### config.mk
export PLATFORM = sky130hd
export DESIGN_NAME = dram_port_arbiter
export DESIGN_NICKNAME = d
export VERILOG_FILES = /design/src/rtl/dram_port_arbiter.sv
export SDC_FILE = /design/constraint.sdc
export NUM_CORES = 1
export LEC_CHECK = 0
export ABC_AREA = 1
export BUFFER_PORTS_ARGS = -buffer_cell sky130_fd_sc_hd__buf_2
export CORE_AREA = 2 2 107 109
export CTS_CLUSTER_DIAMETER = 30
export CTS_CLUSTER_SIZE = 8
export DETAILED_ROUTE_END_ITERATION = 10
export DIE_AREA = 0 0 109 111
export SLEW_MARGIN = 5
export SYNTH_ARGS = -nofsm -noshare
export SYNTH_HDL_FRONTEND = slang
export SYNTH_SLANG_ARGS = --single-unit
### constraint.sdc
create_clock -name i_clk -period 3.2 [get_ports i_clk]
set_input_delay 0.64 -clock i_clk [delete_from_list [all_inputs] [get_ports i_clk]]
set_output_delay 0.64 -clock i_clk [all_outputs]
set_load 0.03 [all_outputs]
### src/rtl/dram_port_arbiter.sv
// dram_port_arbiter
//   Shares the single-port data RAM between the CPU data port and the
//   host/loader port. The CPU has priority. A pending host request that
//   keeps losing to the CPU wins once it has lost MAX_WAIT consecutive
//   enabled cycles. Read data from the synchronous RAM (1-cycle latency)
//   is steered back to whichever requester issued the read.
//
//   Ports
//     i_clk, i_rst, i_clk_en       : clock, async active-high reset, clock enable
//     i_cpu_*  / o_cpu_*           : CPU request, stall and read return
//     i_host_* / o_host_*          : host request, grant and read return
//     o_ram_*  / i_ram_dout        : RAM access port
module dram_port_arbiter #(
  parameter int AW       = 24,
  parameter int DW       = 32,
  parameter int MAX_WAIT = 4
) (
  input  logic          i_clk,
  input  logic          i_rst,
  input  logic          i_clk_en,
  input  logic          i_cpu_req,
  input  logic          i_cpu_wr,
  input  logic [AW-1:0] i_cpu_addr,
  input  logic [DW-1:0] i_cpu_wdata,
  output logic          o_cpu_stall,
  output logic [DW-1:0] o_cpu_rdata,
  output logic          o_cpu_rvalid,
  input  logic          i_host_req,
  input  logic          i_host_wr,
  input  logic [AW-1:0] i_host_addr,
  input  logic [DW-1:0] i_host_wdata,
  output logic          o_host_gnt,
  output logic [DW-1:0] o_host_rdata,
  output logic          o_host_rvalid,
  output logic          o_ram_en,
  output logic          o_ram_wr,
  output logic [AW-1:0] o_ram_addr,
  output logic [DW-1:0] o_ram_din,
  input  logic [DW-1:0] i_ram_dout
);

  localparam logic [3:0] MAX_WAIT_C = 4'(MAX_WAIT);

  logic [3:0] wait_q;
  logic [1:0] rd_owner_q;   // bit0: CPU read in flight, bit1: host read in flight
  logic       host_win;
  logic       cpu_win;

  always_comb begin
    host_win = i_host_req & (~i_cpu_req | (wait_q == MAX_WAIT_C));
    cpu_win  = i_cpu_req & ~host_win;
  end

  assign o_cpu_stall = i_cpu_req & (host_win | ~i_clk_en);
  assign o_host_gnt  = host_win & i_clk_en;
  assign o_ram_en    = (cpu_win | host_win) & i_clk_en;

  always_comb begin
    o_ram_wr   = 1'b0;
    o_ram_addr = '0;
    o_ram_din  = '0;
    if (host_win) begin
      o_ram_wr   = i_host_wr & o_ram_en;
      o_ram_addr = i_host_addr;
      o_ram_din  = i_host_wdata;
    end else if (cpu_win) begin
      o_ram_wr   = i_cpu_wr & o_ram_en;
      o_ram_addr = i_cpu_addr;
      o_ram_din  = i_cpu_wdata;
    end
  end

  always_ff @(posedge i_clk or posedge i_rst) begin
    if (i_rst) begin
      wait_q     <= 4'd0;
      rd_owner_q <= 2'b00;
    end else if (i_clk_en) begin
      if (i_host_req & cpu_win) begin
        if (wait_q != MAX_WAIT_C) wait_q <= wait_q + 4'd1;
      end else begin
        wait_q <= 4'd0;
      end
      rd_owner_q <= {host_win & ~i_host_wr, cpu_win & ~i_cpu_wr};
    end
  end

  // The RAM output is shared; the owner bits decide who sees it as valid.
  assign o_cpu_rvalid  = rd_owner_q[0] & i_clk_en;
  assign o_host_rvalid = rd_owner_q[1] & i_clk_en;
  assign o_cpu_rdata   = i_ram_dout;
  assign o_host_rdata  = i_ram_dout;

  a_rd_owner_onehot : assert property (@(posedge i_clk) disable iff (i_rst) rd_owner_q != 2'b11);

endmodule

==> Word level (Yosys, flattened, before mapping) <==
Index checks and enable logic that the tools add are counted.
{ "word_totals": {"regBits": 6, "output_inout_bits": 126, "elab_cells": 35} }
{ "op_classes": {"addsub": 1, "eq_ne": 3, "mux": 8, "n_bitwise": 20, "n_reduce_logical": 1} }
{ "ops": {"columns": ["op", "count"], "rows": [
  ["$mux 32", 2],
  ["$mux 24", 2],
  ["$and 1x1->1", 12],
  ["$mux 4", 2],
  ["$not 1->1", 5],
  ["$add 4x1->4 const B", 1],
  ["$eq 4x3->1 const B", 1],
  ["$ne 4x3->1 const B", 1],
  ["$or 1x1->1", 3],
  ["$mux 1", 2],
  ["$ne 2x1->1 const B", 1],
  ["$reduce_and 2->1", 1]
]} }

==> Logic depth before layout (Yosys ltp) <==
Gate-level depths: netlist of run 1.
{ "depth": {"ltp_word": 10, "mapped_depth": 8, "depth_no_buf": 7} }

==> Least setup slack after synthesis of run 1 <==
OpenSTA, ideal clock, no wires.
{ "synth_path": {"path_type": "in2out", "from": "input port i_cpu_req", "to": "output port o_host_gnt", "t_arrival_ns": 1.564, "required_time_ns": 2.560, "slack_ns": 0.996, "cell_stages": 5, "n_path_buf": 2, "path_cell_list": "buf_4 -> nand2_2 -> nand2_2 -> buf_6 -> nor2_1"} }
{ "synth_between": {"elab_chain_len": 4} }
{ "synth_lines": {"columns": ["item", "line", "text"], "rows": [
  ["start: declaration", "21", "input logic i_cpu_req,"],
  ["$not 1->1", "50", "host_win = i_host_req & (~i_cpu_req | (wait_q == MAX_WAIT_C));"],
  ["$or 1x1->1", "50", null],
  ["$and 1x1->1", "50", null],
  ["$and 1x1->1", "55", "assign o_host_gnt = host_win & i_clk_en;"],
  ["end: declaration", "32", "output logic o_host_gnt,"]
]} }
No other way between the ends.

==> Worst setup path after layout of run 1 <==
{ "layout_path": {"from": "register wait_q[0]", "to": "output port o_ram_addr[9]"} }
{ "layout_between": {"elab_chain_len": 7} }
{ "layout_lines": {"columns": ["item", "line", "text"], "rows": [
  ["start: declaration", "44", "logic [3:0] wait_q;"],
  ["start signal: assignment", "79", "if (wait_q != MAX_WAIT_C) wait_q <= wait_q + 4'd1;"],
  ["$eq 4x3->1 *", "50", null],
  ["$or 1x1->1 *", "50", null],
  ["$and 1x1->1 *", "50", null],
  ["$not 1->1", "51", "cpu_win = i_cpu_req & ~host_win;"],
  ["$and 1x1->1", "51", null],
  ["$mux 24", "66", "end else if (cpu_win) begin"],
  ["$mux 24 *", "62", "if (host_win) begin"],
  ["end: declaration", "37", "output logic [AW-1:0] o_ram_addr,"]
]} }
Every way passes the cells marked *; elsewhere a longest branch is shown, timed or not.

==> results.cfg, run 1 <==
[clock_network]
cts-hold-fix-buffers = 0
cts_setup_buffers = 0
cts-root-buf = clkbuf_16
tritoncts = built
insertion_delay_ps = 230
h-tree-depth = 1
clkTransAtPathRegs_ps = 30
cts_resized = 0
cts_max_path_buffers = 2
cts_sinks = 6
numCtsBuffers = 3

[place]
gp_congestion = 0.735
io_buffers = 180
dp_slack_ps = 770
dpl.hpwl_mm = 5.25

[drt]
wl_per_cell_um = 12.3
route.detailed.drc = 0
dr.pass1.iters = 4
route.vias.total = 2363
viasPerCell = 4.23
drtIter0Drc = 90
drt-total-wl_mm = 6.86
antenna_left = 0

[critical_path]
critPathSlowestCell = dfrtp_1
timing.critical_path.buf_inv = 3
cp-end-kind = output pin
crit_required_ps = 2560
critPathMaxStageDelay_ps = 380
crit_type = flop to output pin
cp_max_fo = 11
arrival_ps = 1920
start_kind = flop
cpLargestDelayFamily = simple AND/OR/NAND/NOR gates
path_cells = inv_1 -> ha_1 -> nand3_2 -> nand2_2 -> nand2_2 -> buf_4 -> nand3_1 -> nand2_1 -> buf_2
path_common_cell = nand2_2

[logic_synthesis]
synth_nets = 469
synth_area_leader_cell = nand3_1
synth.top_cell.area_share_pct = 31.9
netlist_instances = 316
syn_avg_cell_area_um2 = 5.81
yosys_warnings = 0
yosysSeqAreaShare_pct = 8.18
ys_ff_latch = 6
yosys-top-cells-area = nand3_1, buf_4, nand2_1, dfrtp_1, buf_6
synth_cell_types = 19
syn-cell-area_mm2 = 0.00184

[floorplan]
start_util_pct = 16.6
pin_count = 277
fp-row-count = 39
die_x_um = 109
core-area_mm2 = 0.0111
die_y_um = 111
dieArea_mm2 = 0.0121

[timing]
setup_viol = 0
layout_setup_ws_ps = 640
rsz0062_at_grt = no
final_max_slew_viol_count = 0
whs_ps = 329
final.setup.tns_ps = 0
finalCriticalPeriod_ps = 2560
finClkSkew_ps = 1.63
maxSlewHeadroom_pct = 74.1
fin_crit_sh_pct = 80.0
worst_pin_slew_ps = 389
fmax_mhz = 391
final_hold_viol_count = 0

[cells_and_area]
ff_latch_area_um2 = 150
nets = 570
nFillCells = 1308
post-route-util_pct = 21.8
synthToLayoutAreaGrowth_pct = 31.6
final_cell_mix = buf_2, nand3_1, nand2_1
drive_gt1_share_pct = 46.7
mostFrequentLayoutCell = buf_2
n_antenna_cell = 0
multi_input_comb_area_um2 = 975

[global_routing]
met3_usage_pct = 2.47
grt_use_met1_pct = 12.2
grt_max_degree = 63
grt_pass1_vias = 2059
grt_overflow = 0
groute.layer.met2.usage_pct = 19.0
grt_pass1_wl_mm = 10.1
busiest_layer = met2
track_usage_pct = 10.6
antenna_found_initial = 1

[power_and_ir_drop]
seqPwrFrac_pct = 12.2
leakage_uw = 0.00153
swShare_pct = 44.0
irDropWorstVdd_mv = 0.112
power_switching_uw = 298
power.density_mw_per_mm2 = 280
power.internal_uw = 379
combPwrFrac_pct = 58.3
p_clk_share_pct = 29.5

[worst_hold_path]
hold_path_class = input pin to async pin

[flow_run]
maxCapViolCount = 0

[outcome]
status = finished clean
## path summary, 6_finish.rpt
check,startpoint,end,slack (ps),cells past startpoint
worst max register to register,wait_q[0],rd_owner_q[0],1690,8
worst max-delay path,wait_q[0],o_ram_addr[9],640,9
worst min register to register,rd_owner_q[0],rd_owner_q[0],470,2
max in group asynchronous,i_rst,wait_q[0],2670,2
worst min-delay path,i_rst,wait_q[3],330,2
min in group i_clk,rd_owner_q[0],rd_owner_q[0],470,2
## power groups by stage
stage,logic (uW),clock network [uW],registers [uW]
2_1_floorplan,403,0,83.0
3_3_place_gp,400,0,83.6
3_5_place_dp,398,0,83.7
4_1_cts,401,204,82.8
5_1_grt,431,209,83.5
6_report,394,199,82.9
## cell type report
class	instances	share of cell area, %
Sequential cell	6	6.22
Multi-Input combinational cell	207	40.4
Inverter	12	1.87
Tap cell	143	7.41
Clock buffer	3	3.11
Timing Repair Buffer	187	41.0
## cells by family after synthesis
group | count (synthesis) | synth area share [%]
and+or+nand+nor | 199 | 49.5
buffers and inverters | 103 | 38.7
DFF | 6 | 8.18
AOI/OAI and AO/OA | 5 | 1.77
adders and majority gates | 2 | 1.36
xor gates and xnor gates | 1 | 0.477
## registers in the layout (all words and copies together) (netlist names)
| signal | count |
|---|---|
| rd_owner_q | 2 |
| wait_q | 4 |
## cell usage after synthesis (all sizes together)
library cell and count:
a21boi 1, buf 86, ha 2, inv 12, dfrtp 6, nor2 7, nand3 118, o22ai 1
nand4 1, xnor2 1, clkbuf 5, o21ai 3, nand2 72, nor3 1
## per-layer routing
metal | vias up | wire length (um)
met2 | 124 | 3400
met3 | 17 | 663
met5 | - | 13
met4 | 2 | 82
met1 | 1047 | 2700
li1 | 1173 | -
## worst reg2reg max path, cell delays in order, from the launching register on
cell and delay (ps):
dfrtp_1 400, inv_1 90, ha_1 160, nand3_2 110
nand2_2 110, nand2_2 170, buf_4 240, nand3_1 80
nand2_1 50
## per-stage QoR
step | instances | cell area, um^2 | power [uW]
final | 558 | 2410 | 676
after global routing | 558 | 2410 | 724
after CTS | 558 | 2410 | 688
after detailed placement | 555 | 2340 | 482
after global placement | 555 | 2340 | 483
after floorplan | 316 | 1840 | 486
(Power assumes the default switching activity.)
==> run 2, diff against run 1 <==
--- a/config.mk
+++ b/config.mk
@@ -5,13 +5,13 @@
 export SDC_FILE = /design/constraint.sdc
 export NUM_CORES = 1
 export LEC_CHECK = 0
-export ABC_AREA = 1
+export ABC_AREA = 0
 export BUFFER_PORTS_ARGS = -buffer_cell sky130_fd_sc_hd__buf_2
-export CORE_AREA = 2 2 107 109
+export CORE_AREA = 2 2 106 108
 export CTS_CLUSTER_DIAMETER = 30
 export CTS_CLUSTER_SIZE = 8
 export DETAILED_ROUTE_END_ITERATION = 10
-export DIE_AREA = 0 0 109 111
+export DIE_AREA = 0 0 108 110
 export SLEW_MARGIN = 5
 export SYNTH_ARGS = -nofsm -noshare
 export SYNTH_HDL_FRONTEND = slang
==> constraint.sdc (replaced) <==
create_clock -name i_clk -period 2.2 [get_ports i_clk]
set_input_delay 0.44 -clock i_clk [delete_from_list [all_inputs] [get_ports i_clk]]
set_output_delay 0.44 -clock i_clk [all_outputs]
set_load 0.03 [all_outputs]
==> run 2 against run 1 <==
- the run now ends with negative setup slack left
- largest cell class unchanged
- flip-flop and latch count unchanged
- sequential share of layout area shrank 1.3 points
- total power up 47%
- via count is 10% lower
- sequential power grew 44%
- combinational power grew 82%
- clock skew fell by 1.0 ps
- area after synthesis grew 10%
- global-route usage shrank 1.2 points
- setup slack got worse by 790 ps
==> results.cfg, run 2 <==
[critical_path]
timing.critical_path.buf_inv = 4
cp-end-kind = output pin
crit_cells = 8
cpLargestDelayFamily = buffers and inverters
crit_required_ps = 1760
r2r_slack_ps = 580
path_cells = inv_2 -> ha_4 -> nand3b_1 -> a21boi_4 -> buf_12 -> buf_16 -> mux2i_2 -> buf_6
critPathMaxStageDelay_ps = 380
cp_max_fo = 7
arrival_ps = 1910
crit_type = flop to output pin
r2r-start = wait_q[0]
r2r-end = rd_owner_q[0]
critPathSlowestCell = dfrtp_1
rr_worst_depth = 8
startpoint = wait_q[0]
start_kind = flop

[cells_and_area]
top_register = wait_q
synthToLayoutAreaGrowth_pct = 50.8
mostFrequentLayoutCell = buf_2
n_antenna_cell = 0
drive_gt1_share_pct = 52.2
nets = 569
post-route-util_pct = 28.5
largest_reg_flops = 4
top_regs = wait_q x4, rd_owner_q x2
final_cells = 554
final_cell_mix = buf_2, nand2_1, buf_4

[logic_synthesis]
synth.top_cell.area_share_pct = 28.2
yosysSeqAreaShare_pct = 7.42
synth_edf_count = 0
synth_nets = 443
synth_most_common_cell = buf_4
yosys-top-cells-area = mux2i_1, buf_4, inv_1, nand2_1, dfrtp_1
async_flop_share_pct = 100
synth_area_leader_cell = mux2i_1
ys_ff_latch = 6
syn-cell-area_mm2 = 0.00202
syn_avg_cell_area_um2 = 6.98
yosys_warnings = 0
netlist_instances = 290
synth_commonest_cells = buf_4, inv_1, nand2_1
synthFlopType = dfrtp_1
synth_cell_types = 28

[drt]
drt-total-wl_mm = 6.75
route.vias.total = 2116
route.detailed.drc = 0
drtIter0Drc = 108
wl_per_cell_um = 12.2
dr.pass1.iters = 3
viasPerCell = 3.82
antenna_left = 0

[power_and_ir_drop]
power_uw = 997
power.internal_uw = 564
swShare_pct = 43.4
combPwrFrac_pct = 71.8
leakage_uw = 0.00182
irDropWorstVdd_mv = 0.112
power.density_mw_per_mm2 = 327
seqPwrFrac_pct = 11.9
p_clk_share_pct = 16.3
power_switching_uw = 433

[outcome]
status = complete, but fails checks
violations = negative setup slack

[floorplan]
pin_count = 277
die_x_um = 108
core-area_mm2 = 0.0107
start_util_pct = 18.9
dieArea_mm2 = 0.0119
die_y_um = 110
fp-row-count = 38

[place]
dp_slack_ps = -24.2
gp_congestion = 0.716
io_buffers = 180
dpl.hpwl_mm = 5.02
dpl.cell_count = 540

[global_routing]
groute.layer.met2.usage_pct = 17.9
grt_pass1_wl_mm = 8.93
grt_overflow = 0
busiest_layer = met2
grt_use_met1_pct = 9.72
met3_usage_pct = 2.47
grt_pass1_vias = 1830
grt_max_degree = 29
track_usage_pct = 9.33
antenna_found_initial = 0

[timing]
fin_crit_sh_pct = 107
maxSlewHeadroom_pct = 83.1
worst_pin_slew_ps = 254
final.setup.tns_ps = -5520
fmax_mhz = 426
setup_viol = 58
finClkSkew_ps = 0.591
finalCriticalPeriod_ps = 2350
final_hold_viol_count = 0
rsz0062_at_grt = yes
layout_setup_ws_ps = -146
final_max_slew_viol_count = 0

[worst_hold_path]
hold_path_class = input pin to async pin

[clock_network]
tritoncts = built
h-tree-depth = 1
cts_max_path_buffers = 2
insertion_delay_ps = 220
clkTransAtPathRegs_ps = 40
cts-hold-fix-buffers = 0
cts_sinks = 6
cts-root-buf = clkbuf_8
numCtsBuffers = 3

[flow_run]
maxCapViolCount = 0
==> run 2: metal layers <==
metal	share of wire (%)	up-vias	wire length, um
met2	51	90	3470
met3	11	29	714
met1	36	925	2400
met5	0	-	0
li1	-	1072	-
met4	2.3	0	155
==> run 2: how the worst max path moves through the flow <==
stage,endpoint,slack (ps)
6_report,o_ram_din[11],-150
5_1_grt,o_ram_addr[15],-250
2_1_floorplan,o_ram_addr[0],10
3_5_place_dp,o_ram_din[21],-20
3_3_place_gp,o_ram_din[21],20
4_1_cts,o_ram_din[11],-120
==> run 2: final cells by class <==
type	instances	area [um^2]
tap	140	175
inverter	61	229
multi-input combinational	144	1060
fill	1156	7650
clock buffer	3	41.3
sequential	6	150
timing repair buffer	200	1390
==> run 2: cell families (layout without fill, tap and decap cells) <==
logic type	after synthesis	in the layout	synth area share [%]
buffers and inverters	140	264	43.3
DFF	6	6	7.42
adders and majority gates	2	2	1.24
muxes	58	58	28.8
and+or+nand+nor	74	74	15.0
AOI/OAI and AO/OA	10	10	4.33
==> run 2: through the flow <==
| step | hold slack, ps | cell area [um^2] |
|---|---|---|
| 2_1_floorplan | 231 | 2020 |
| 3_3_place_gp | 382 | 2560 |
| 3_5_place_dp | 390 | 2560 |
| 4_1_cts | 162 | 2950 |
| 5_1_grt | 174 | 3050 |
| 6_report | 142 | 3050 |
==> run 2: power groups by stage <==
stage	clock, uW	sequential [uW]	combinational [uW]
detailed placement	0	120	590
finish	162	119	716
CTS	164	119	696
global placement	0	120	587
global route	168	119	766
floorplan	0	120	603
==> run 2: worst reg2reg max path, cell delays in order, from the launching register on <==
cell	delay, ps
dfrtp_1	380
inv_2	80
ha_4	130
nand3b_1	130
a21boi_4	240
buf_12	170
buf_12	150
buf_4	130
o32ai_2	70
==> run 2: timing repair <==
item / 4_1_cts / 5_1_grt
pin swaps: 1 / 1
setup endpoints to repair: 59 / 59
gates cloned: 3 / 2
gates resized for setup: 77 / 14
setup buffers: 6 / 1
